[src/rtl/addsub_iter.sv]
// Iterative add/subtract unit: WIDTH-bit operands are processed SLICE bits per clock, using a start/done handshake.
// Optional macro SATURATE_EN makes the result saturate (unsigned); when it is undefined the result wraps.
module addsub_iter #(
    parameter int WIDTH = 8,
    parameter int SLICE = 2
) (
    input  logic             clk,
    input  logic             rst_n,
    input  logic             start,
    input  logic             op,
    input  logic [WIDTH-1:0] a,
    input  logic [WIDTH-1:0] b,
    output logic             busy,
    output logic             done,
    output logic [WIDTH-1:0] result,
    output logic             cout,
    output logic             ovf,
    output logic             zero
);

    localparam int N     = WIDTH / SLICE;
    localparam int IDX_W = (N > 1) ? $clog2(N) : 1;
    localparam logic [IDX_W-1:0] LAST_IDX = IDX_W'(N - 1);

    generate
        if (WIDTH < 2 || SLICE < 1 || (WIDTH % SLICE) != 0) begin : g_bad_cfg
            $error("addsub_iter: WIDTH must be >= 2 and a multiple of SLICE");
        end
    endgenerate

    typedef enum logic [1:0] {S_IDLE, S_CALC, S_DONE} state_t;

    state_t           state_q, state_d;
    logic [WIDTH-1:0] a_q, a_d;
    logic [WIDTH-1:0] b_q, b_d;
    logic [WIDTH-1:0] r_q, r_d;
    logic             c_q, c_d;
    logic             op_q, op_d;
    logic [IDX_W-1:0] idx_q, idx_d;
    logic [WIDTH-1:0] result_q, result_d;
    logic             cout_q, cout_d;
    logic             ovf_q, ovf_d;
    logic             zero_q, zero_d;

    int               base;
    logic [SLICE-1:0] a_s;
    logic [SLICE-1:0] b_s;
    logic [SLICE:0]   sum;
    logic [WIDTH-1:0] r_new;
    logic [WIDTH-1:0] res_fin;
    logic             cout_raw;
    logic             ovf_raw;

    always_comb begin
        state_d  = state_q;
        a_d      = a_q;
        b_d      = b_q;
        r_d      = r_q;
        c_d      = c_q;
        op_d     = op_q;
        idx_d    = idx_q;
        result_d = result_q;
        cout_d   = cout_q;
        ovf_d    = ovf_q;
        zero_d   = zero_q;

        base  = int'(idx_q) * SLICE;
        a_s   = a_q[base +: SLICE];
        b_s   = b_q[base +: SLICE];
        sum   = {1'b0, a_s} + {1'b0, b_s} + {{SLICE{1'b0}}, c_q};
        r_new = r_q;
        r_new[base +: SLICE] = sum[SLICE-1:0];

        // b_q is already inverted for subtract, so one expression covers both the add and the subtract overflow cases
        cout_raw = sum[SLICE] ^ op_q;
        ovf_raw  = (a_q[WIDTH-1] == b_q[WIDTH-1]) && (r_new[WIDTH-1] != a_q[WIDTH-1]);
`ifdef SATURATE_EN
        res_fin  = cout_raw ? (op_q ? {WIDTH{1'b0}} : {WIDTH{1'b1}}) : r_new;
`else
        res_fin  = r_new;
`endif

        case (state_q)
            S_IDLE: begin
                if (start) begin
                    a_d     = a;
                    b_d     = b ^ {WIDTH{op}};
                    op_d    = op;
                    c_d     = op;
                    idx_d   = '0;
                    r_d     = '0;
                    state_d = S_CALC;
                end
            end
            S_CALC: begin
                r_d   = r_new;
                c_d   = sum[SLICE];
                idx_d = idx_q + 1'b1;
                if (idx_q == LAST_IDX) begin
                    state_d  = S_DONE;
                    result_d = res_fin;
                    cout_d   = cout_raw;
                    ovf_d    = ovf_raw;
                    zero_d   = (res_fin == '0);
                end
            end
            S_DONE:  state_d = S_IDLE;
            default: state_d = S_IDLE;
        endcase
    end

    always_ff @(posedge clk) begin
        if (!rst_n) begin
            state_q  <= S_IDLE;
            a_q      <= '0;
            b_q      <= '0;
            r_q      <= '0;
            c_q      <= 1'b0;
            op_q     <= 1'b0;
            idx_q    <= '0;
            result_q <= '0;
            cout_q   <= 1'b0;
            ovf_q    <= 1'b0;
            zero_q   <= 1'b0;
        end else begin
            state_q  <= state_d;
            a_q      <= a_d;
            b_q      <= b_d;
            r_q      <= r_d;
            c_q      <= c_d;
            op_q     <= op_d;
            idx_q    <= idx_d;
            result_q <= result_d;
            cout_q   <= cout_d;
            ovf_q    <= ovf_d;
            zero_q   <= zero_d;
        end
    end

    assign busy   = (state_q != S_IDLE);
    assign done   = (state_q == S_DONE);
    assign result = result_q;
    assign cout   = cout_q;
    assign ovf    = ovf_q;
    assign zero   = zero_q;

endmodule

[config.mk]
export PLATFORM = sky130hd
export DESIGN_NAME = addsub_iter
export DESIGN_NICKNAME = d
export VERILOG_FILES = /design/src/rtl/addsub_iter.sv
export SDC_FILE = /design/constraint.sdc
export NUM_CORES = 1
export LEC_CHECK = 0
export CORE_MARGIN = 4
export CORE_UTILIZATION = 54
export CTS_CLUSTER_DIAMETER = 30
export DETAILED_ROUTE_END_ITERATION = 8
export PLACE_DENSITY = 0.83
export SYNTH_ARGS = -nofsm -noshare
export SYNTH_HDL_FRONTEND = slang
export SYNTH_SLANG_ARGS = --single-unit
[constraint.sdc]
create_clock -name clk -period 3.35 [get_ports clk]
set_input_delay 0.67 -clock clk [delete_from_list [all_inputs] [get_ports clk]]
set_output_delay 0.67 -clock clk [all_outputs]
set_load 0.1 [all_outputs]
==> results.json, run 1 <==
{
  "grt_setup_unrepaired": "false",
  "cts.repair_timing.setup_buffer_count": 0,
  "holdBufCountCts": 0,
  "hold_viol": 0,
  "start_util": 0.578,
  "maxCapViolCount": 0,
  "num_io_pins": 33,
  "maxSlewHeadroom": 0.521,
  "synthCells": 224,
  "timing.setup.critical_path_class": "reg -> reg",
  "critical_path_capture_point_type": "flop",
  "synth_seq_cells": 41,
  "power_mw": 1.02,
  "ratio_of_cells_with_drive_above_1_in_the_final_layout": 0.215,
  "critical_path_peak_fanout": 7,
  "numCtsBuffers": 5,
  "ys_top_cells_by_count": "sky130_fd_sc_hd__dfxtp_1, sky130_fd_sc_hd__nor2_1, sky130_fd_sc_hd__nand2_1",
  "die-width_um": 71.8,
  "routed-via-count": 1613,
  "drc": 0,
  "initialDrtViolationCount": 59,
  "fmax_mhz": 338,
  "cts_repair_resize_count": 0,
  "global_route_wire_length_before_repair_mm": 6.84,
  "filler_cell_count": 322,
  "data_arrival_critical_path_ns": 3.17,
  "synth_largest_area_cell": "sky130_fd_sc_hd__dfxtp_1",
  "yosys.cell_count.top_type": "sky130_fd_sc_hd__dfxtp_1",
  "pwr_dens_nw_per_um2": 403,
  "root_buffer": "sky130_fd_sc_hd__clkbuf_8",
  "diodes": 0,
  "combined_area_of_the_multi_input_logic_cells_sq_um": 1240,
  "global_route.overflow_total": 0,
  "tritoncts_clock_tree": "done",
  "first_global_vias": 1546,
  "synthToLayoutAreaGrowth_pct": 15.1,
  "antenna_violations_before_repair": 0,
  "ys.flop_type": "sky130_fd_sc_hd__dfxtp_1",
  "die-height_um": 71.8,
  "sequential_to_total_area_share_from_yosys_stat": 0.374,
  "buffer_ports.inserted": 32,
  "synth_fp_nets": 252,
  "avgViaCountPerCell": 5.39,
  "timing_worst_slew_pin_value_ns": 0.718,
  "cts-htree-levels": 2,
  "std_cell_rows": 22,
  "setup_tns_ns": 0,
  "vdd.ir_drop.worst_v": 0.000304,
  "grt_max_degree": 36,
  "drt-wirelength-per-cell_um": 13.8,
  "cts_max_path_buffers": 2,
  "post-dp-hpwl_mm": 2.94,
  "leakage_nw": 0.928,
  "timing.final.setup_violations": 0,
  "critPathRequiredTime_ns": 3.56,
  "hold_class": "reg -> reg",
  "fp.dieArea_sq_um": 5150,
  "mean_syn_cell_area_sq_um": 9.80,
  "timing.final.crit_period_ns": 2.96,
  "share_of_yosys_cell_area_claimed_by_the_top_area_cell_type": 0.374,
  "grt.total_usage": 0.170,
  "syn_area_sq_um": 2200,
  "routed_wl_mm": 4.13,
  "final_antenna_net_count": 0,
  "num-nets-final": 280,
  "status": "complete, no violations",
  "crit_path_start_kind": "flop",
  "yosysWarningCount": 0,
  "clk_transition_reported_paths_ns": 0.07,
  "worstSkewPairLatency_ns": 0.29,
  "netlist-cell-type-count": 43,
  "r2r_setup_slack_ns": 0.39,
  "slew_violations": 0,
  "synth_top_cells_by_area": "sky130_fd_sc_hd__dfxtp_1, sky130_fd_sc_hd__a211oi_2, sky130_fd_sc_hd__nor2_1",
  "placeableCoreArea_sq_um": 3800,
  "drt-pass1-iter-count": 4,
  "postSynth.asyncResetShare": 0,
  "cts.sinks": 41,
  "count_of_flip_flops_with_a_built_in_enable_after_synthesis": 0,
  "post-route-period-util": 0.882,
  "seqCellArea_sq_um": 821,
  "gpl.final_weighted_congestion": 0.831,
  "timing.clock.skew_ns": 0.00747
}
## final cells by class
type | count | area share
Tap cell | 48 | 0.0238
Clock inverter | 1 | 0.00198
Sequential cell | 41 | 0.325
Inverter | 7 | 0.0104
Timing Repair Buffer | 35 | 0.123
Clock buffer | 5 | 0.0272
Multi-Input combinational cell | 162 | 0.489
## worst max-delay path, stage by stage, from the launching register on
cell and delay (ns):
sky130_fd_sc_hd__dfxtp_1 0.46, sky130_fd_sc_hd__mux4_1 0.63, sky130_fd_sc_hd__fa_1 0.42, sky130_fd_sc_hd__inv_1 0.08, sky130_fd_sc_hd__fa_1 0.49, sky130_fd_sc_hd__nor2_4 0.16, sky130_fd_sc_hd__a31oi_2 0.16, sky130_fd_sc_hd__or3_1 0.33
sky130_fd_sc_hd__a31oi_1 0.15
## report_power, final
group | switching (mW) | internal [mW]
Clock | 0.153 | 0.137
Combinational | 0.115 | 0.0926
Sequential | 0.0148 | 0.508
Total | 0.282 | 0.737
## cells by family (layout without fill, tap and decap cells)
kind of cell | Yosys count | in the layout | synth area share
fa+ha+maj | 8 | 8 | 0.0524
simple gates | 92 | 92 | 0.213
compound gates | 47 | 47 | 0.203
flops | 41 | 41 | 0.374
mux | 6 | 6 | 0.0587
buf+inv | 21 | 48 | 0.0633
xor+xnor | 9 | 9 | 0.0359
## sequential cells by signal, indices dropped and copies added, names as in the netlist
register  count
result        8
ovf           1
zero          1
state_q       2
cout          1
a_q           8
r_q           8
c_q           1
idx_q         2
op_q          1
b_q           8
## routing by layer
metal | vias to the layer above | track usage | wire (um)
met5 | - | 0 | 0
met4 | 0 | 0.0752 | 72
met3 | 7 | 0.0421 | 188
met2 | 30 | 0.280 | 1950
met1 | 750 | 0.210 | 1930
li1 | 826 | - | -
## placed cells by master (no fill, tap or decap), types with 5 or more instances in the layout
cell type                          n
sky130_fd_sc_hd__dfxtp_1          41
sky130_fd_sc_hd__nor2_1           36
sky130_fd_sc_hd__nand2_1          28
sky130_fd_sc_hd__clkdlybuf4s50_1  19
sky130_fd_sc_hd__a211oi_2         16
sky130_fd_sc_hd__buf_4            16
sky130_fd_sc_hd__a21oi_1          12
sky130_fd_sc_hd__xnor2_1           9
sky130_fd_sc_hd__nor2b_1           8
sky130_fd_sc_hd__inv_1             7
sky130_fd_sc_hd__ha_1              6
sky130_fd_sc_hd__o22a_1            5
sky130_fd_sc_hd__clkbuf_8          5
## metrics by stage
stage	std cells	area (sq um)	setup slack, ns	utilization	hold WS [ns]
2_1_floorplan	224	2200	0.478	-	0.432
3_3_place_gp	293	2450	0.503	0.646	0.448
3_5_place_dp	293	2450	0.389	0.646	0.449
4_1_cts	299	2530	0.365	0.665	0.459
5_1_grt	299	2530	0.262	0.665	0.476
6_report	299	2530	0.394	0.665	0.457
## worst paths after layout
path	from	cells after the start	end
setup / recovery	idx_q[0]	8	ovf
hold reg to reg	a_q[4]	2	a_q[4]
setup reg to reg	idx_q[0]	8	ovf
hold / removal	a_q[4]	2	a_q[4]
(Power assumes the default switching activity.)
==> run 2, diff against run 1 <==
--- a/config.mk
+++ b/config.mk
@@ -6,10 +6,10 @@
 export NUM_CORES = 1
 export LEC_CHECK = 0
 export CORE_MARGIN = 4
-export CORE_UTILIZATION = 54
+export CORE_UTILIZATION = 48
 export CTS_CLUSTER_DIAMETER = 30
 export DETAILED_ROUTE_END_ITERATION = 8
-export PLACE_DENSITY = 0.83
+export PLACE_DENSITY = 0.81
 export SYNTH_ARGS = -nofsm -noshare
 export SYNTH_HDL_FRONTEND = slang
 export SYNTH_SLANG_ARGS = --single-unit
==> constraint.sdc (replaced) <==
create_clock -name clk -period 2.66 [get_ports clk]
set_input_delay 0.532 -clock clk [delete_from_list [all_inputs] [get_ports clk]]
set_output_delay 0.532 -clock clk [all_outputs]
set_load 0.1 [all_outputs]
==> run 2 against run 1 <==
Combinational power is 34% higher. Via count is 1.4% lower. Power is 31% higher. Cell area is 2.9% higher. Hold slack hardly changed. Fmax is 15% higher. Clock power is 39% higher. Largest cell class unchanged. Flip-flop and latch count stayed put. Die area is 11% higher. Sequential power is 26% higher. Non-clock buffer count is 5 higher. Routed wire length is 2.6% lower.
==> results.json, run 2 (same netlist as run 1, synthesis figures left out) <==
{
  "status": "complete, no violations",
  "die-width_um": 75.6,
  "maxCapViolCount": 0,
  "pwr_dens_nw_per_um2": 515,
  "global_route_wire_length_before_repair_mm": 6.73,
  "leakage_nw": 0.948,
  "numCtsBuffers": 5,
  "final_common_cell": "sky130_fd_sc_hd__dfxtp_1",
  "slew_violations": 0,
  "timing_worst_slew_pin_value_ns": 0.708,
  "root_buffer": "sky130_fd_sc_hd__clkbuf_8",
  "grt_setup_unrepaired": "true",
  "setup_slack_ns": 0.0914,
  "buffer_ports.inserted": 32,
  "timing.final.crit_period_ns": 2.57,
  "pre_cts_ws_ns": 0.0346,
  "netSwitchingPower_mw": 0.366,
  "post-route-period-util": 0.966,
  "sw_frac_of_total": 0.274,
  "cts.sinks": 41,
  "power.share.clock": 0.302,
  "synthToLayoutAreaGrowth_pct": 18.5,
  "std_cell_rows": 24,
  "grt.total_usage": 0.155,
  "r2r_worst_path_depth": 8,
  "data_arrival_critical_path_ns": 2.79,
  "first_global_vias": 1528,
  "initialDrtViolationCount": 49,
  "num-nets-final": 285,
  "maxSlewHeadroom": 0.528,
  "critical_path_peak_fanout": 4,
  "global_route.overflow_total": 0,
  "fp.dieArea_sq_um": 5720,
  "timing.final.setup_violations": 0,
  "tritoncts_clock_tree": "done",
  "gpl.final_weighted_congestion": 0.783,
  "final_antenna_net_count": 0,
  "grt_max_degree": 38,
  "drt-pass1-iter-count": 4,
  "sequential_fraction_of_design_power": 0.490,
  "die-height_um": 75.6,
  "holdBufCountCts": 0,
  "hold-path-cell-count": 2,
  "cts_max_path_buffers": 2,
  "diodes": 0,
  "worstSkewPairLatency_ns": 0.29,
  "avgViaCountPerCell": 5.15,
  "num_io_pins": 33,
  "routed-via-count": 1590,
  "final_util": 0.593,
  "hold_viol": 0,
  "cts-htree-levels": 2,
  "timing.setup.critical_path_class": "reg -> reg",
  "timing.clock.skew_ns": 0.00617,
  "critical_path_capture_point_type": "flop",
  "power.combinational.fraction": 0.208,
  "power_mw": 1.34,
  "drc": 0,
  "antenna_violations_before_repair": 0,
  "placeableCoreArea_sq_um": 4380,
  "routed_wl_mm": 4.03,
  "critPathRequiredTime_ns": 2.89,
  "crit_path_start_kind": "flop",
  "clk_transition_reported_paths_ns": 0.07,
  "post-dp-hpwl_mm": 2.97,
  "layout_common_cells": "sky130_fd_sc_hd__dfxtp_1, sky130_fd_sc_hd__nor2_1, sky130_fd_sc_hd__nand2_1",
  "ratio_of_cells_with_drive_above_1_in_the_final_layout": 0.253,
  "start_util": 0.501,
  "internal_power_mw": 0.972,
  "hold_class": "reg -> reg",
  "vdd.ir_drop.worst_v": 0.000234,
  "fmax_mhz": 389,
  "drt-wirelength-per-cell_um": 13.0
}
-- run 2: path summary, 6_finish.rpt --
kind         slack, ns  endpoint     start
max reg2reg       0.09       ovf  idx_q[0]
min               0.46    a_q[3]    a_q[3]
min reg2reg       0.46    a_q[3]    a_q[3]
max               0.09       ovf  idx_q[0]
-- run 2: area by class of cell --
type	count	area, sq um
clock buffers	7	86.3
fillers	383	1780
inverters	7	26.3
multi-input cells	162	1250
flip-flops and latches	41	825
well taps	52	65.1
repair buffers	40	348
-- run 2: what timing repair did --
item,in CTS,in global routing
setup buffers,0,2
endpoints found under the setup margin,0,5
gates resized for setup,0,2
-- run 2: routing by layer --
layer	track usage	share of wire	up-vias
met5	0	0	-
met1	0.198	0.47	710
met3	0.0396	0.057	8
met4	0.0524	0.014	0
li1	-	-	832
met2	0.253	0.46	40
-- run 2: power groups by stage --
stage | registers (mW) | logic [mW] | clock network [mW]
after floorplan | 0.669 | 0.215 | 0
after global placement | 0.670 | 0.275 | 0
after detailed placement | 0.671 | 0.278 | 0
after CTS | 0.657 | 0.279 | 0.422
after global routing | 0.660 | 0.306 | 0.440
final | 0.656 | 0.278 | 0.404
-- run 2: per-stage QoR --
stage / hold WS [ns] / cells / instance area [sq um] / setup TNS (ns)
floorplan: 0.432 / 224 / 2200 / -0.0705
global placement: 0.444 / 300 / 2490 / 0
detailed placement: 0.449 / 300 / 2490 / 0
CTS: 0.459 / 307 / 2570 / 0
global route: 0.486 / 309 / 2600 / -0.0420
finish: 0.456 / 309 / 2600 / 0
-- run 2: worst max-delay path, cell delays in order, from the launching register on --
cell                      delay, ns
sky130_fd_sc_hd__dfxtp_4       0.36
sky130_fd_sc_hd__mux4_2        0.52
sky130_fd_sc_hd__fa_2          0.37
sky130_fd_sc_hd__inv_2         0.06
sky130_fd_sc_hd__fa_2          0.48
sky130_fd_sc_hd__nor2_4        0.14
sky130_fd_sc_hd__a31oi_4       0.11
sky130_fd_sc_hd__or3_1         0.32
sky130_fd_sc_hd__a31oi_1       0.15
